`config.mk`:
```
export PLATFORM = sky130hd
export DESIGN_NAME = sram_axi_arbiter
export DESIGN_NICKNAME = d
export VERILOG_FILES = /design/src/rtl/sram_axi_arbiter_pkg.sv /design/src/rtl/sram_axi_arbiter_wr_ctrl.sv /design/src/rtl/sram_axi_arbiter.sv
export SDC_FILE = /design/constraint.sdc
export NUM_CORES = 1
export LEC_CHECK = 0
export CAP_MARGIN = 20
export CORE_AREA = 4 4 164 166
export DETAILED_ROUTE_END_ITERATION = 8
export DIE_AREA = 0 0 168 170
export PLACE_DENSITY = 0.58
export REMOVE_ABC_BUFFERS = 1
export SETUP_SLACK_MARGIN = 0.4
export SLEW_MARGIN = 25
export SYNTH_ARGS = -nofsm -noshare
export SYNTH_HDL_FRONTEND = slang
export SYNTH_SLANG_ARGS = --single-unit
```
`constraint.sdc`:
```
create_clock -name clk -period 5.3 [get_ports clk]
set_input_delay 0.53 -clock clk [delete_from_list [all_inputs] [get_ports clk]]
set_output_delay 0.53 -clock clk [all_outputs]
set_load 0.1 [all_outputs]
```
`src/rtl/sram_axi_arbiter_pkg.sv`:
```
// sram_axi_arbiter_pkg: ARID tags, fixed AXI field values and write FSM encoding for sram_axi_arbiter
package sram_axi_arbiter_pkg;
    localparam logic [3:0] ARID_INST = 4'd0;
    localparam logic [3:0] ARID_DATA = 4'd1;
    localparam logic [3:0] AWID_DATA = 4'd1;
    localparam logic [7:0] AXI_LEN   = 8'd0;
    localparam logic [1:0] AXI_BURST = 2'b01;
    localparam logic [1:0] AXI_LOCK  = 2'b00;
    localparam logic [3:0] AXI_CACHE = 4'b0000;
    localparam logic [2:0] AXI_PROT  = 3'b000;

    typedef enum logic [1:0] {
        W_IDLE = 2'd0,
        W_SEND = 2'd1,
        W_RESP = 2'd2
    } w_state_t;

    function automatic logic [2:0] axi_size(input logic [1:0] size);
        return {1'b0, size};
    endfunction
endpackage

```
`src/rtl/sram_axi_arbiter_wr_ctrl.sv`:
```
// sram_axi_arbiter_wr_ctrl: single-beat data write sequencer driving AW/W and waiting for B
module sram_axi_arbiter_wr_ctrl
    import sram_axi_arbiter_pkg::*;
#(
    parameter int ADDR_W = 32
) (
    input  logic              clk,
    input  logic              resetn,
    input  logic              req,
    input  logic [ADDR_W-1:0] req_addr,
    input  logic [1:0]        req_size,
    input  logic [3:0]        req_wstrb,
    input  logic [31:0]       req_wdata,
    output logic              accept,
    output logic              done,
    output logic              busy,
    output logic [ADDR_W-1:0] awaddr,
    output logic [2:0]        awsize,
    output logic              awvalid,
    input  logic              awready,
    output logic [31:0]       wdata,
    output logic [3:0]        wstrb,
    output logic              wvalid,
    input  logic              wready,
    input  logic              bvalid
);
    w_state_t state, state_nxt;

    assign busy = state != W_IDLE;

    // write FSM state register
    always_ff @(posedge clk)
        state <= !resetn ? W_IDLE : state_nxt;

    // next state, request accept and response strobe; W_SEND exits once each channel has handshaked
    always_comb begin
        state_nxt = state;
        accept    = 1'b0;
        done      = 1'b0;
        case (state)
            W_IDLE: if (req) begin
                accept    = 1'b1;
                state_nxt = W_SEND;
            end
            W_SEND: if ((!awvalid || awready) && (!wvalid || wready)) state_nxt = W_RESP;
            W_RESP: if (bvalid) begin
                done      = 1'b1;
                state_nxt = W_IDLE;
            end
            default: state_nxt = W_IDLE;
        endcase
    end

    // latch the write on accept; AW and W valids drop independently on their own handshakes
    always_ff @(posedge clk) begin
        if (!resetn) begin
            awvalid <= 1'b0;
            wvalid  <= 1'b0;
        end else if (accept) begin
            awvalid <= 1'b1;
            wvalid  <= 1'b1;
            awaddr  <= req_addr;
            awsize  <= axi_size(req_size);
            wstrb   <= req_wstrb;
            wdata   <= req_wdata;
        end else begin
            awvalid <= awvalid && !awready;
            wvalid  <= wvalid && !wready;
        end
    end
endmodule

```
`src/rtl/sram_axi_arbiter.sv`:
```
// sram_axi_arbiter: shares one AXI3 master between inst and data SRAM ports; ARB_RAW_ADDR_CMP_EN limits RAW blocking to same-word reads
module sram_axi_arbiter
    import sram_axi_arbiter_pkg::*;
#(
    parameter int MAX_OUTSTANDING = 2,
    parameter int ADDR_W          = 32
) (
    input  logic              clk,
    input  logic              resetn,
    input  logic              inst_sram_req,
    input  logic              inst_sram_wr,
    input  logic [1:0]        inst_sram_size,
    input  logic [3:0]        inst_sram_wstrb,
    input  logic [ADDR_W-1:0] inst_sram_addr,
    input  logic [31:0]       inst_sram_wdata,
    output logic              inst_sram_addr_ok,
    output logic              inst_sram_data_ok,
    output logic [31:0]       inst_sram_rdata,
    input  logic              data_sram_req,
    input  logic              data_sram_wr,
    input  logic [1:0]        data_sram_size,
    input  logic [3:0]        data_sram_wstrb,
    input  logic [ADDR_W-1:0] data_sram_addr,
    input  logic [31:0]       data_sram_wdata,
    output logic              data_sram_addr_ok,
    output logic              data_sram_data_ok,
    output logic [31:0]       data_sram_rdata,
    output logic [3:0]        arid,
    output logic [ADDR_W-1:0] araddr,
    output logic [7:0]        arlen,
    output logic [2:0]        arsize,
    output logic [1:0]        arburst,
    output logic [1:0]        arlock,
    output logic [3:0]        arcache,
    output logic [2:0]        arprot,
    output logic              arvalid,
    input  logic              arready,
    input  logic [3:0]        rid,
    input  logic [31:0]       rdata,
    input  logic [1:0]        rresp,
    input  logic              rlast,
    input  logic              rvalid,
    output logic              rready,
    output logic [3:0]        awid,
    output logic [ADDR_W-1:0] awaddr,
    output logic [7:0]        awlen,
    output logic [2:0]        awsize,
    output logic [1:0]        awburst,
    output logic [1:0]        awlock,
    output logic [3:0]        awcache,
    output logic [2:0]        awprot,
    output logic              awvalid,
    input  logic              awready,
    output logic [3:0]        wid,
    output logic [31:0]       wdata,
    output logic [3:0]        wstrb,
    output logic              wlast,
    output logic              wvalid,
    input  logic              wready,
    input  logic [3:0]        bid,
    input  logic [1:0]        bresp,
    input  logic              bvalid,
    output logic              bready
);
    localparam logic [1:0] MAX_CNT = 2'(MAX_OUTSTANDING);

    logic [1:0] cnt_inst, cnt_data;
    logic       wr_req, wr_accept, wr_done, wr_busy, raw_block;
    logic       data_rd_grant, inst_grant, r_inst, r_data;
    logic       unused;

    assign unused = ^{inst_sram_wr, inst_sram_wstrb, inst_sram_wdata, rresp, bid, bresp};

    assign arlen   = AXI_LEN;
    assign arburst = AXI_BURST;
    assign arlock  = AXI_LOCK;
    assign arcache = AXI_CACHE;
    assign arprot  = AXI_PROT;
    assign awid    = AWID_DATA;
    assign awlen   = AXI_LEN;
    assign awburst = AXI_BURST;
    assign awlock  = AXI_LOCK;
    assign awcache = AXI_CACHE;
    assign awprot  = AXI_PROT;
    assign wid     = AWID_DATA;
    assign wlast   = 1'b1;
    assign rready  = 1'b1;
    assign bready  = 1'b1;

`ifdef ARB_RAW_ADDR_CMP_EN
    assign raw_block = wr_busy && data_sram_addr[ADDR_W-1:2] == awaddr[ADDR_W-1:2];
`else
    assign raw_block = wr_busy;

    // every data read waits out a pending write, so a data R beat can never meet a B response
    always_ff @(posedge clk)
        if (resetn) assert (!(bvalid && r_data));
`endif

    assign data_rd_grant = resetn && !arvalid && data_sram_req && !data_sram_wr && cnt_data != MAX_CNT && !raw_block;
    assign inst_grant    = resetn && !arvalid && inst_sram_req && !data_rd_grant && cnt_inst != MAX_CNT;
    assign wr_req        = resetn && data_sram_req && data_sram_wr && cnt_data == 2'd0;

    assign r_inst = rvalid && rid == ARID_INST;
    assign r_data = rvalid && rid == ARID_DATA;

    assign inst_sram_addr_ok = inst_grant;
    assign data_sram_addr_ok = data_rd_grant || wr_accept;
    assign inst_sram_data_ok = resetn && r_inst;
    assign inst_sram_rdata   = rdata;
    assign data_sram_data_ok = resetn && (wr_done || r_data);
    assign data_sram_rdata   = rdata;

    // single AR slot: load the winner on grant, free it on the AR handshake
    always_ff @(posedge clk) begin
        if (!resetn) begin
            arvalid <= 1'b0;
        end else if (inst_grant || data_rd_grant) begin
            arvalid <= 1'b1;
            arid    <= data_rd_grant ? ARID_DATA : ARID_INST;
            araddr  <= data_rd_grant ? data_sram_addr : inst_sram_addr;
            arsize  <= axi_size(data_rd_grant ? data_sram_size : inst_sram_size);
        end else if (arready) begin
            arvalid <= 1'b0;
        end
    end

    // in-flight read counts: up on grant, down on the owner's last R beat
    always_ff @(posedge clk) begin
        if (!resetn) begin
            cnt_inst <= 2'd0;
            cnt_data <= 2'd0;
        end else begin
            cnt_inst <= cnt_inst + 2'(inst_grant) - 2'(r_inst && rlast);
            cnt_data <= cnt_data + 2'(data_rd_grant) - 2'(r_data && rlast);
        end
    end

    sram_axi_arbiter_wr_ctrl #(.ADDR_W(ADDR_W)) u_wr (
        .clk      (clk),
        .resetn   (resetn),
        .req      (wr_req),
        .req_addr (data_sram_addr),
        .req_size (data_sram_size),
        .req_wstrb(data_sram_wstrb),
        .req_wdata(data_sram_wdata),
        .accept   (wr_accept),
        .done     (wr_done),
        .busy     (wr_busy),
        .awaddr   (awaddr),
        .awsize   (awsize),
        .awvalid  (awvalid),
        .awready  (awready),
        .wdata    (wdata),
        .wstrb    (wstrb),
        .wvalid   (wvalid),
        .wready   (wready),
        .bvalid   (bvalid)
    );
endmodule

```
======== Word-level counts from Yosys, hierarchy flattened ========
Cells that the tools add are included.
word-level totals
  word-level logic and storage cells ...... 81
  flip-flop bits (word level) ............. 117
  bits of input ports ..................... 196
cells by class
  multiplexer cells ....................... 15
  add/sub/neg operators ................... 4
  reductions and logical operators ........ 41
  equality and inequality tests ........... 8
operator list
  cell                number
  $mux 32             1
  $logic_and 1x1->1   20
  $mux 1              9
  $logic_not 1->1     8
  $mux 2              4
  $ne 2x2->1 const B  3
  $pmux 2 s3          1
  $logic_or 1x1->1    5
  $add 2x1->2         2
  $eq 4x1->1 const B  1
  $logic_not 2->1     2
  $logic_not 4->1     1
  $ne 2x1->1 const B  2
  $reduce_and 2->1    2
  $reduce_bool 2->1   2
  $sub 2x1->2         2
  $reduce_and 3->1    1
  $eq 2x1->1 const B  1
  $eq 2x2->1 const B  1

======== Depth between registers and ports, before layout ========
Gate-level depths: netlist of run 1.
  word-level depth ........................ 11
  mapped depth ............................ 9
  gate-level depth less buffers ........... 9

======== Cells and area by module ========
Synthesis of run 1 repeated with hierarchy kept, for this count alone.
unflattened totals
  cell total of the unflattened synthesis .. 324
  area, all modules ....................... 5051.1 um^2
by module, submodules not included
  module                    cells an instance  area an instance (um^2)  instances
  sram_axi_arbiter          232                2726.4                   1
  sram_axi_arbiter_wr_ctrl  92                 2324.7                   1

======== Worst setup path after synthesis of run 1 ========
No wires, ideal clock.
  kind .................................... in2reg
  start point ............................. input data_sram_req
  end point ............................... register u_wr.awaddr[0], enable pin
  library setup time ...................... 0.500 ns
  path buffers ............................ 0
  data required time ...................... 4.800 ns
  path slack .............................. 1.155 ns
  data arrival time ....................... 3.645 ns
  cell stages on the path ................. 2
  cells stage by stage .................... nand4bb_4 > nor2_1
on the way
  cells in the longest elaborated chain, start to end .. 6
RTL lines
  item                            RTL line                        text
  start: declaration              sram_axi_arbiter.sv:19          input logic data_sram_req,
  $logic_and 1x1->1 (3 in a row)  sram_axi_arbiter.sv:102         assign wr_req = resetn && data_sram_req && data_sram_wr && cnt_data == 2'd0;
  $mux 1                          sram_axi_arbiter_wr_ctrl.sv:41  W_IDLE: if (req) begin
  $mux 1                          sram_axi_arbiter_wr_ctrl.sv:40  case (state)
  $reduce_and 2->1 (no line)      n/a
  end signal: assignment          sram_axi_arbiter_wr_ctrl.sv:62  awaddr <= req_addr;
  end: declaration                sram_axi_arbiter_wr_ctrl.sv:17  output logic [ADDR_W-1:0] awaddr,
No other way between the ends.
A chain may end at the register's enable or synchronous reset.

======== Final worst setup path of run 1 ========
  start point ............................. input rid[1]
  end point ............................... output inst_sram_data_ok
on the way
  cells in the longest elaborated chain, start to end .. 3
RTL lines
  item                RTL line                 text
  start: declaration  sram_axi_arbiter.sv:38   input logic [3:0] rid,
  $logic_not 4->1     sram_axi_arbiter.sv:104  assign r_inst = rvalid && rid == ARID_INST;
  $logic_and 1x1->1   sram_axi_arbiter.sv:104
  $logic_and 1x1->1   sram_axi_arbiter.sv:109  assign inst_sram_data_ok = resetn && r_inst;
  end: declaration    sram_axi_arbiter.sv:17   output logic inst_sram_data_ok,
No other way between the ends.

==> results of run 1 <==
[power groups by stage]
stage	registers (uW)	clock network [uW]	logic (uW)
CTS	1050	1220	726
global route	1060	1260	740
floorplan	1350	0	246
global placement	1070	0	720
detailed placement	1070	0	724
finish	1050	1170	720
[per-layer routing]
layer / GRT usage / wire [um]
met4: 0.0325 / 172
met2: 0.154 / 6750
met5: 0.0635 / 225
met1: 0.122 / 6250
met3: 0.111 / 3650
[sequential cells by signal, indices dropped and copies added, names as in the netlist]
signal and cells:
u_wr.wdata 32, u_wr.awvalid 1, u_wr.awsize 2, arid 1, cnt_data 2, arsize 2, u_wr.awaddr 32, cnt_inst 2
u_wr.wvalid 1, u_wr.wstrb 4, arvalid 1, u_wr.state 2, araddr 32
[layout make-up]
cell class	instances	area, um^2	area share
Sequential cell	114	3330	0.429
Timing Repair Buffer	234	2330	0.300
Multi-Input combinational cell	132	1060	0.136
Clock buffer	18	429	0.0552
Tap cell	335	419	0.0539
Clock inverter	14	181	0.0233
Inverter	7	26.3	0.00338
[worst max-delay path: stages]
cell and delay (ns):
sky130_fd_sc_hd__clkdlybuf4s50_1 0.40, sky130_fd_sc_hd__nor4b_1 0.53, sky130_fd_sc_hd__nor2b_1 0.21, sky130_fd_sc_hd__and2_1 0.14, sky130_fd_sc_hd__clkdlybuf4s50_1 1.14
[metrics by stage]
step,utilization,cells
2_1_floorplan,-,253
4_1_cts,0.304,854
6_report,0.304,854
5_1_grt,0.304,854
3_3_place_gp,0.280,822
3_5_place_dp,0.280,822
[cells by family after synthesis]
group | share of synthesized area
compound gates | 0.0143
xor+xnor | 0.00680
fa+ha+maj | 0.00729
buf+inv | 0.188
flops | 0.647
mux | 0.0991
other cells | 0.00146
simple gates | 0.0362
[cells in the mapped netlist, drive strengths merged (3+ instances only)]
cell type,n
dfxtp,9
nand3b,3
and2,5
nor2,4
nand2,5
edfxtp,105
xnor2,3
ha,3
inv,7
buf,123
mux2,34
[worst paths after layout]
path | endpoint | start | cells after the start | slack [ns]
max | inst_sram_data_ok | rid[1] | 5 | 1.82
min | u_wr.awvalid$_SDFF_PN0_ | u_wr.awvalid$_SDFF_PN0_ | 2 | 0.52
max reg2reg | cnt_data[1]$_SDFF_PN0_ | u_wr.state[0]$_SDFFE_PN0P_ | 7 | 3.14
min reg2reg | u_wr.awvalid$_SDFF_PN0_ | u_wr.awvalid$_SDFF_PN0_ | 2 | 0.52
==> impl_metrics.ini, run 1 <==
[worst_setup_path]
worst-endpoint-required_ns = 4.77
path_class = in -> out
arrival_ns = 2.95
timing.critical_path.fanout_max = 3
crit_path_end_kind = output port
worstSetupStartpointType = input pin

[route]
drt_first_iter_violations = 128
dr_total_vias = 3116
avgRoutedWirePerCell_um = 20.0
drc_errors = 0
routed_wirelength_um = 17000
detailedRoute.firstPassIterationCount = 4
route.detailed.vias_per_inst = 3.65
antenna_violating_nets_post_route = 0

[sta]
worst-slew-pin-transition_ns = 1.06
final_worst_path_period_need_ns = 3.48
hold_viol_final = 0
setup-violations-final = 0
fin_worst_skew_ns = 0.0205
slew_headroom = 0.290
postLayoutSetupSlackWorst_ns = 1.82
clock.fmax_mhz = 288
timing.hold.ws_ns = 0.522
maxSlewViolCount = 0
setup_repair_after_global_routing_missed_its_margin = no
timing.final.crit_share = 0.656
total_negative_slack_for_setup_checks_ns = 0

[cells_and_area]
drive_above_1_share = 0.148
nNetsFinal = 705
area_delta_synth_final_pct = 50.9
final_common_cell = sky130_fd_sc_hd__clkdlybuf4s50_1
fillers = 2530
most-common-layout-cells = sky130_fd_sc_hd__clkdlybuf4s50_1 (229), sky130_fd_sc_hd__edfxtp_1 (105), sky130_fd_sc_hd__conb_1 (54)
finish.instance_area_mm2 = 0.00777
insertedDiodeCount = 0

[floorplan]
die_h_um = 170
coreArea_mm2 = 0.0256
num_io_pins = 426
die-area_mm2 = 0.0286
floorplan.initialDensity = 0.201
placement_rows = 59
floorplan.die.width_um = 168

[global_routing]
total_routing_resource_utilization_after_global_routing = 0.114
grt_overflow_total = 0
maximum_number_of_pins_on_one_net_before_global_route_repair = 38
grt_pass1_wl_um = 22800
grt_pass1_vias = 3109
number_of_antenna_violations_at_the_first_check_in_global_routing = 1

[synth]
ys_warn_count = 0
top_area_cell_type_share_of_the_netlist_area = 0.612
postSynthRegisterBits = 114
synth-seq-area-share = 0.647
postSynth.asyncResetShare = 0
yosys_most_used_dff = sky130_fd_sc_hd__edfxtp_1
synthesis.area_per_instance_um2 = 15.9
netlist_instances = 324
ys_top_cells_by_area = sky130_fd_sc_hd__edfxtp_1 (61%), sky130_fd_sc_hd__buf_4 (17%), sky130_fd_sc_hd__mux2_4 (9.9%)
yosys.cell_types.count = 33
post-synth-top-area-cell = sky130_fd_sc_hd__edfxtp_1
number_of_enable_type_register_cells_in_the_synthesized_netlist = 105
netlist_area_mm2 = 0.00515

[power]
total_switching_power_uw = 980
sequentialPowerShare = 0.357
power_leakage_uw = 0.00291
total_power_uw = 2940
pwr-share-comb = 0.244
ir_worst_vdd_v = 0.000178
pwr_density_cell_mw_per_mm2 = 379
cellInternalPower_uw = 1960
swShare = 0.333
clock_power_share = 0.398

[run_status]
outcome = completed

[clock_tree]
ctsHtreeMaxLevel = 4
cts_tree = yes
max-clock-path-buffers = 2
cts.reportedPaths.clkPinSlew_ns = 0.06
cts-hold-fix-buffers = 0
cts_resized = 0
root_buffer_master = sky130_fd_sc_hd__clkbuf_16
cts_made_buffers = 17
cts.sinks = 114
cts_setup_buffers = 0
clk-insertion-delay-late_ns = 0.41

[run]
timing.max_cap.violations = 0

[placement]
gp_congestion = 0.719
pre_cts_slack_ns = 1.81
detailed_place_hpwl_um = 13400
standard_cell_area_after_detailed_placement_mm2 = 0.00716
io_buffers = 230

[hold_path]
min_path_type = reg -> reg
No activity file was read; power rests on OpenSTA's default activity.
==> run 2, diff against run 1 <==
Clock period 5.3 ns to 3.38 ns, I/O delays scaled along.
==> run 2 against run 1 <==
  * Sequential power increased by 57%
  * Non-clock buffer count unchanged
  * Worst hold slack got worse by 0.038 ns
  * Sequential share of layout area decreased by 0.29 points
  * Largest cell class unchanged
==> impl_metrics.ini, run 2 (same netlist as run 1, synthesis figures left out) <==
[run_status]
outcome = completed

[clock_tree]
cts_setup_buffers = 0
max-clock-path-buffers = 2
cts.sinks = 114
cts_made_buffers = 17
cts_resized = 0
cts-hold-fix-buffers = 0
root_buffer_master = sky130_fd_sc_hd__clkbuf_16
ctsHtreeMaxLevel = 4
cts.reportedPaths.clkPinSlew_ns = 0.06
cts_tree = yes
clk-insertion-delay-late_ns = 0.41

[cells_and_area]
largestRegisters = araddr: 32 flops, u_wr.awaddr: 32 flops, u_wr.wdata: 32 flops
multiInputGateArea_mm2 = 0.00106
most-common-layout-cells = sky130_fd_sc_hd__clkdlybuf4s50_1 (225), sky130_fd_sc_hd__edfxtp_1 (105), sky130_fd_sc_hd__conb_1 (54)
fillers = 2562
layout.area.seq_mm2 = 0.00333
insertedDiodeCount = 0
final_common_cell = sky130_fd_sc_hd__clkdlybuf4s50_1
drive_above_1_share = 0.156
area_delta_synth_final_pct = 51.9
nNetsFinal = 705

[placement]
pre_cts_slack_ns = 0.776
gp_congestion = 0.742
detailed_place_hpwl_um = 13200
io_buffers = 230

[worst_setup_path]
worstSetupStartpoint = resetn
ff2ff_setup_slack_ns = 1.52
cp_slowest_stage_delay_ns = 0.78
critical_path.slowest_cell = sky130_fd_sc_hd__clkdlybuf4s50_1
crit_buf_inv = 2
crit_path_end_kind = output port
reg2reg_depth = 5
path_class = in -> out
timing.rr.end = araddr[6]$_DFFE_PP_
timing.critical_path.fanout_max = 13
worstReg2RegStart = u_wr.state[0]$_SDFFE_PN0P_
worstSetupStartpointType = input pin
worst-endpoint-required_ns = 3.04
cp_cell_sequence = clkdlybuf4s50_1 -> nand2_1 -> a211o_1 -> nor2_1 -> buf_12
path_delay_family = buffers and inverters
arrival_ns = 2.06

[route]
route.detailed.vias_per_inst = 3.59
dr_total_vias = 3063
antenna_violating_nets_post_route = 0
avgRoutedWirePerCell_um = 20.0
drt_first_iter_violations = 95
routed_wirelength_um = 17000
drc_errors = 0
detailedRoute.firstPassIterationCount = 4

[sta]
setup-violations-final = 0
worst-slew-pin-transition_ns = 1.07
timing.hold.ws_ns = 0.483
final_worst_path_period_need_ns = 2.40
maxSlewViolCount = 0
postLayoutSetupSlackWorst_ns = 0.984
clock.fmax_mhz = 417
timing.final.crit_share = 0.709
fin_worst_skew_ns = 0.0166
slew_headroom = 0.287
setup_repair_after_global_routing_missed_its_margin = no
hold_viol_final = 0

[power]
ir_worst_vdd_v = 0.000288
power_leakage_uw = 0.00295
pwr_density_cell_mw_per_mm2 = 607

[hold_path]
timing.hold.worst_path_depth = 1
min_path_type = in -> reg
min-delay-start = data_sram_wdata[17]
holdPathEnd = u_wr.wdata[17]$_DFFE_PP_

[global_routing]
total_routing_resource_utilization_after_global_routing = 0.115
maximum_number_of_pins_on_one_net_before_global_route_repair = 71
grt_pass1_wl_um = 22900
grt_overflow_total = 0
number_of_antenna_violations_at_the_first_check_in_global_routing = 0
grt_pass1_vias = 3096

[run]
timing.max_cap.violations = 0

[floorplan]
floorplan.initialDensity = 0.201
die_h_um = 170
floorplan.die.width_um = 168
die-area_mm2 = 0.0286
num_io_pins = 426
coreArea_mm2 = 0.0256
placement_rows = 59
## run 2: area by class of cell
| type | count | share of cell area |
|---|---|---|
| Multi-Input combinational cell | 132 | 0.135 |
| Sequential cell | 114 | 0.426 |
| Clock buffer | 17 | 0.0543 |
| Inverter | 7 | 0.00336 |
| Timing Repair Buffer | 234 | 0.301 |
| Tap cell | 335 | 0.0535 |
| Clock inverter | 14 | 0.0270 |
## run 2: metal layers
metal	vias up	GRT usage	wire [um]
met5	-	0.0268	83
met4	4	0.0307	169
met3	16	0.124	3770
met2	306	0.160	6960
met1	1391	0.114	6060
li1	1346	-	-
## run 2: how the worst max path moves through the flow
stage,slack [ns],depth (start not counted),end
2_1_floorplan,-0.66,2,u_wr.awaddr[0]$_DFFE_PP_
3_3_place_gp,0.77,6,araddr[6]$_DFFE_PP_
3_5_place_dp,0.78,6,araddr[6]$_DFFE_PP_
4_1_cts,0.98,5,inst_sram_addr_ok
5_1_grt,0.87,5,inst_sram_addr_ok
6_report,0.98,5,inst_sram_addr_ok
## run 2: metrics by stage
step                 util  std cells  area [um^2]  setup TNS (ns)  total power, uW
global placement    0.281        822         7190               0             2820
detailed placement  0.281        822         7190               0             2820
finish              0.306        853         7830               0             4750
CTS                 0.306        853         7830               0             4830
floorplan               -        253         4410          -48.08             2510
global route        0.306        853         7830               0             4920
## run 2: report_power, final
group,internal (uW),switching [uW]
sequential,1630,20.8
combinational,288,848
clock,1300,661
==> run 3, diff against run 2 <==
Settings changed: CORE_AREA 4 4 164 166 to 4 4 162 164, DIE_AREA 0 0 168 170 to 0 0 166 168, PLACE_DENSITY 0.58 to 0.61.
Clock period 3.38 ns to 2.1 ns, I/O delays scaled along.
==> run 3 against run 2 <==
  * Register-to-register slack got worse by 1.1 ns
  * Clock skew is 0.0050 ns lower
  * Critical path depth rose by 1
  * Clock power up 57%
  * Global-route usage increased by 0.54 points
  * Via count increased by 1.8%
  * Sequential cell count unchanged
  * Power up 60%
  * Worst hold slack got worse by 0.13 ns
  * Largest power group unchanged
==> impl_metrics.ini, run 3 (same netlist as run 1, synthesis figures left out) <==
[worst_setup_path]
crit_path_end_kind = output port
cp_cell_sequence = nand4bb_4 -> nand3b_4 -> inv_4 -> nor2_4 -> buf_6 -> buf_12
crit_buf_inv = 3
arrival_ns = 1.52
path_class = reg -> out
cp_slowest_stage_delay_ns = 0.31
worst-endpoint-required_ns = 1.89
worstSetupStartpointType = register
critical_path.slowest_cell = sky130_fd_sc_hd__dfxtp_2
timing.critical_path.fanout_max = 3
path_delay_family = simple AND/OR/NAND/NOR gates

[sta]
fin_worst_skew_ns = 0.0116
setup_repair_after_global_routing_missed_its_margin = yes
clock.fmax_mhz = 579
timing.final.crit_share = 0.823
maxSlewViolCount = 0
hold_viol_final = 0
final_worst_path_period_need_ns = 1.73
setup-violations-final = 0

[run_status]
outcome = completed

[clock_tree]
cts.reportedPaths.clkPinSlew_ns = 0.06
cts_tree = yes
ctsHtreeMaxLevel = 4
clk-insertion-delay-late_ns = 0.41
max-clock-path-buffers = 2
root_buffer_master = sky130_fd_sc_hd__clkbuf_16
cts_made_buffers = 17
cts.sinks = 114

[global_routing]
grt_pass1_wl_um = 23800
grt_pass1_vias = 3207
maximum_number_of_pins_on_one_net_before_global_route_repair = 47
grt_overflow_total = 0
number_of_antenna_violations_at_the_first_check_in_global_routing = 0
total_routing_resource_utilization_after_global_routing = 0.120

[route]
drt_first_iter_violations = 93
detailedRoute.firstPassIterationCount = 4
dr_total_vias = 3118
route.detailed.vias_per_inst = 3.60
avgRoutedWirePerCell_um = 20.4
routed_wirelength_um = 17700
drc_errors = 0
antenna_violating_nets_post_route = 0

[placement]
gp_congestion = 0.757
io_buffers = 230
post-place-cells = 828
standard_cell_area_after_detailed_placement_mm2 = 0.00708
detailed_place_hpwl_um = 14000

[floorplan]
floorplan.die.width_um = 166
floorplan.initialDensity = 0.207
coreArea_mm2 = 0.0249
num_io_pins = 426
placement_rows = 58
die-area_mm2 = 0.0279
die_h_um = 168

[cells_and_area]
most-common-layout-cells = sky130_fd_sc_hd__buf_4 (122), sky130_fd_sc_hd__clkdlybuf4s50_1 (113), sky130_fd_sc_hd__edfxtp_1 (105)
nNetsFinal = 724
finish.instance_area_mm2 = 0.00789
fin_cells = 867
final_common_cell = sky130_fd_sc_hd__buf_4
drive_above_1_share = 0.415
area_delta_synth_final_pct = 53.2
insertedDiodeCount = 0
largestRegisters = araddr: 32 flops, u_wr.awaddr: 32 flops, u_wr.wdata: 32 flops

[power]
ir_worst_vdd_v = 0.000429
power_leakage_uw = 0.00318
total_power_uw = 7610
pwr_density_cell_mw_per_mm2 = 964

[run]
timing.max_cap.violations = 0

[hold_path]
min_path_type = in -> reg
## run 3: cell count changes in the layout (fill, tap and decap cells not counted), sizes merged
cell | before | now
clkdlybuf4s50 | 225 | 113
clkbuf | 17 | 19
buf | 9 | 133
dlygate4sd2 | 0 | 5
bufinv | 5 | 4
clkinvlp | 2 | 3
## run 3: worst paths after layout
| check | start | slack (ns) | cells after the start | end |
|---|---|---|---|---|
| setup / recovery | u_wr.state[1]$_SDFFE_PN0P_ | 0.37 | 6 | inst_sram_addr_ok |
| hold / removal | data_sram_wdata[8] | 0.36 | 1 | u_wr.wdata[8]$_DFFE_PP_ |
| setup reg to reg | u_wr.state[1]$_SDFFE_PN0P_ | 0.38 | 8 | cnt_data[1]$_SDFF_PN0_ |
| hold reg to reg | u_wr.awvalid$_SDFF_PN0_ | 0.53 | 2 | u_wr.awvalid$_SDFF_PN0_ |
## run 3: stage by stage
stage / hold slack (ns) / worst slack [ns] / TNS (ns) / util
floorplan: 0.309 / -1.94 / -183.43 / -
global placement: 0.421 / -0.139 / -0.222 / 0.284
detailed placement: 0.421 / -0.182 / -0.312 / 0.284
CTS: 0.331 / 0.348 / 0 / 0.314
global route: 0.324 / 0.285 / 0 / 0.317
finish: 0.358 / 0.372 / 0 / 0.317
## run 3: per-layer routing
layer / track usage / vias up / routed length, um
li1: - / 1376 / -
met5: 0.0574 / - / 183
met4: 0.0251 / 4 / 100
met1: 0.130 / 1434 / 6790
met2: 0.174 / 292 / 7540
met3: 0.106 / 12 / 3090
## run 3: repair_timing
action,CTS,global route
pin swaps,7,4
setup endpoints to repair,6,41
hold buffers,0,0
gates resized for setup,25,7
endpoints found under the hold margin,0,0
buffers inserted,5,2
cloned,0,1
## run 3: worst reg2reg max path, cell delays in order (launching register included)
cell,delay [ns]
sky130_fd_sc_hd__dfxtp_2,0.31
sky130_fd_sc_hd__nand4bb_4,0.21
sky130_fd_sc_hd__nand3b_4,0.20
sky130_fd_sc_hd__buf_6,0.15
sky130_fd_sc_hd__xnor2_2,0.12
sky130_fd_sc_hd__ha_2,0.21
sky130_fd_sc_hd__xor2_2,0.17
sky130_fd_sc_hd__nand3_1,0.09
sky130_fd_sc_hd__and3b_1,0.15
## run 3: report_power, final
group          internal, uW  switching, uW  total [uW]  leakage [uW]
clock network          2000           1070        3070      0.000298
logic                   486           1390        1880       0.00184
registers              2620           37.8        2660       0.00104
total                  5100           2510        7610       0.00318
## run 3: area by class of cell
cell class,instances,area (um^2)
fillers,2487,17000
flip-flops and latches,114,3340
inverters,7,28.8
clock inverters,14,206
repair buffers,253,2330
multi-input cells,132,1150
clock buffers,17,425
well taps,330,413
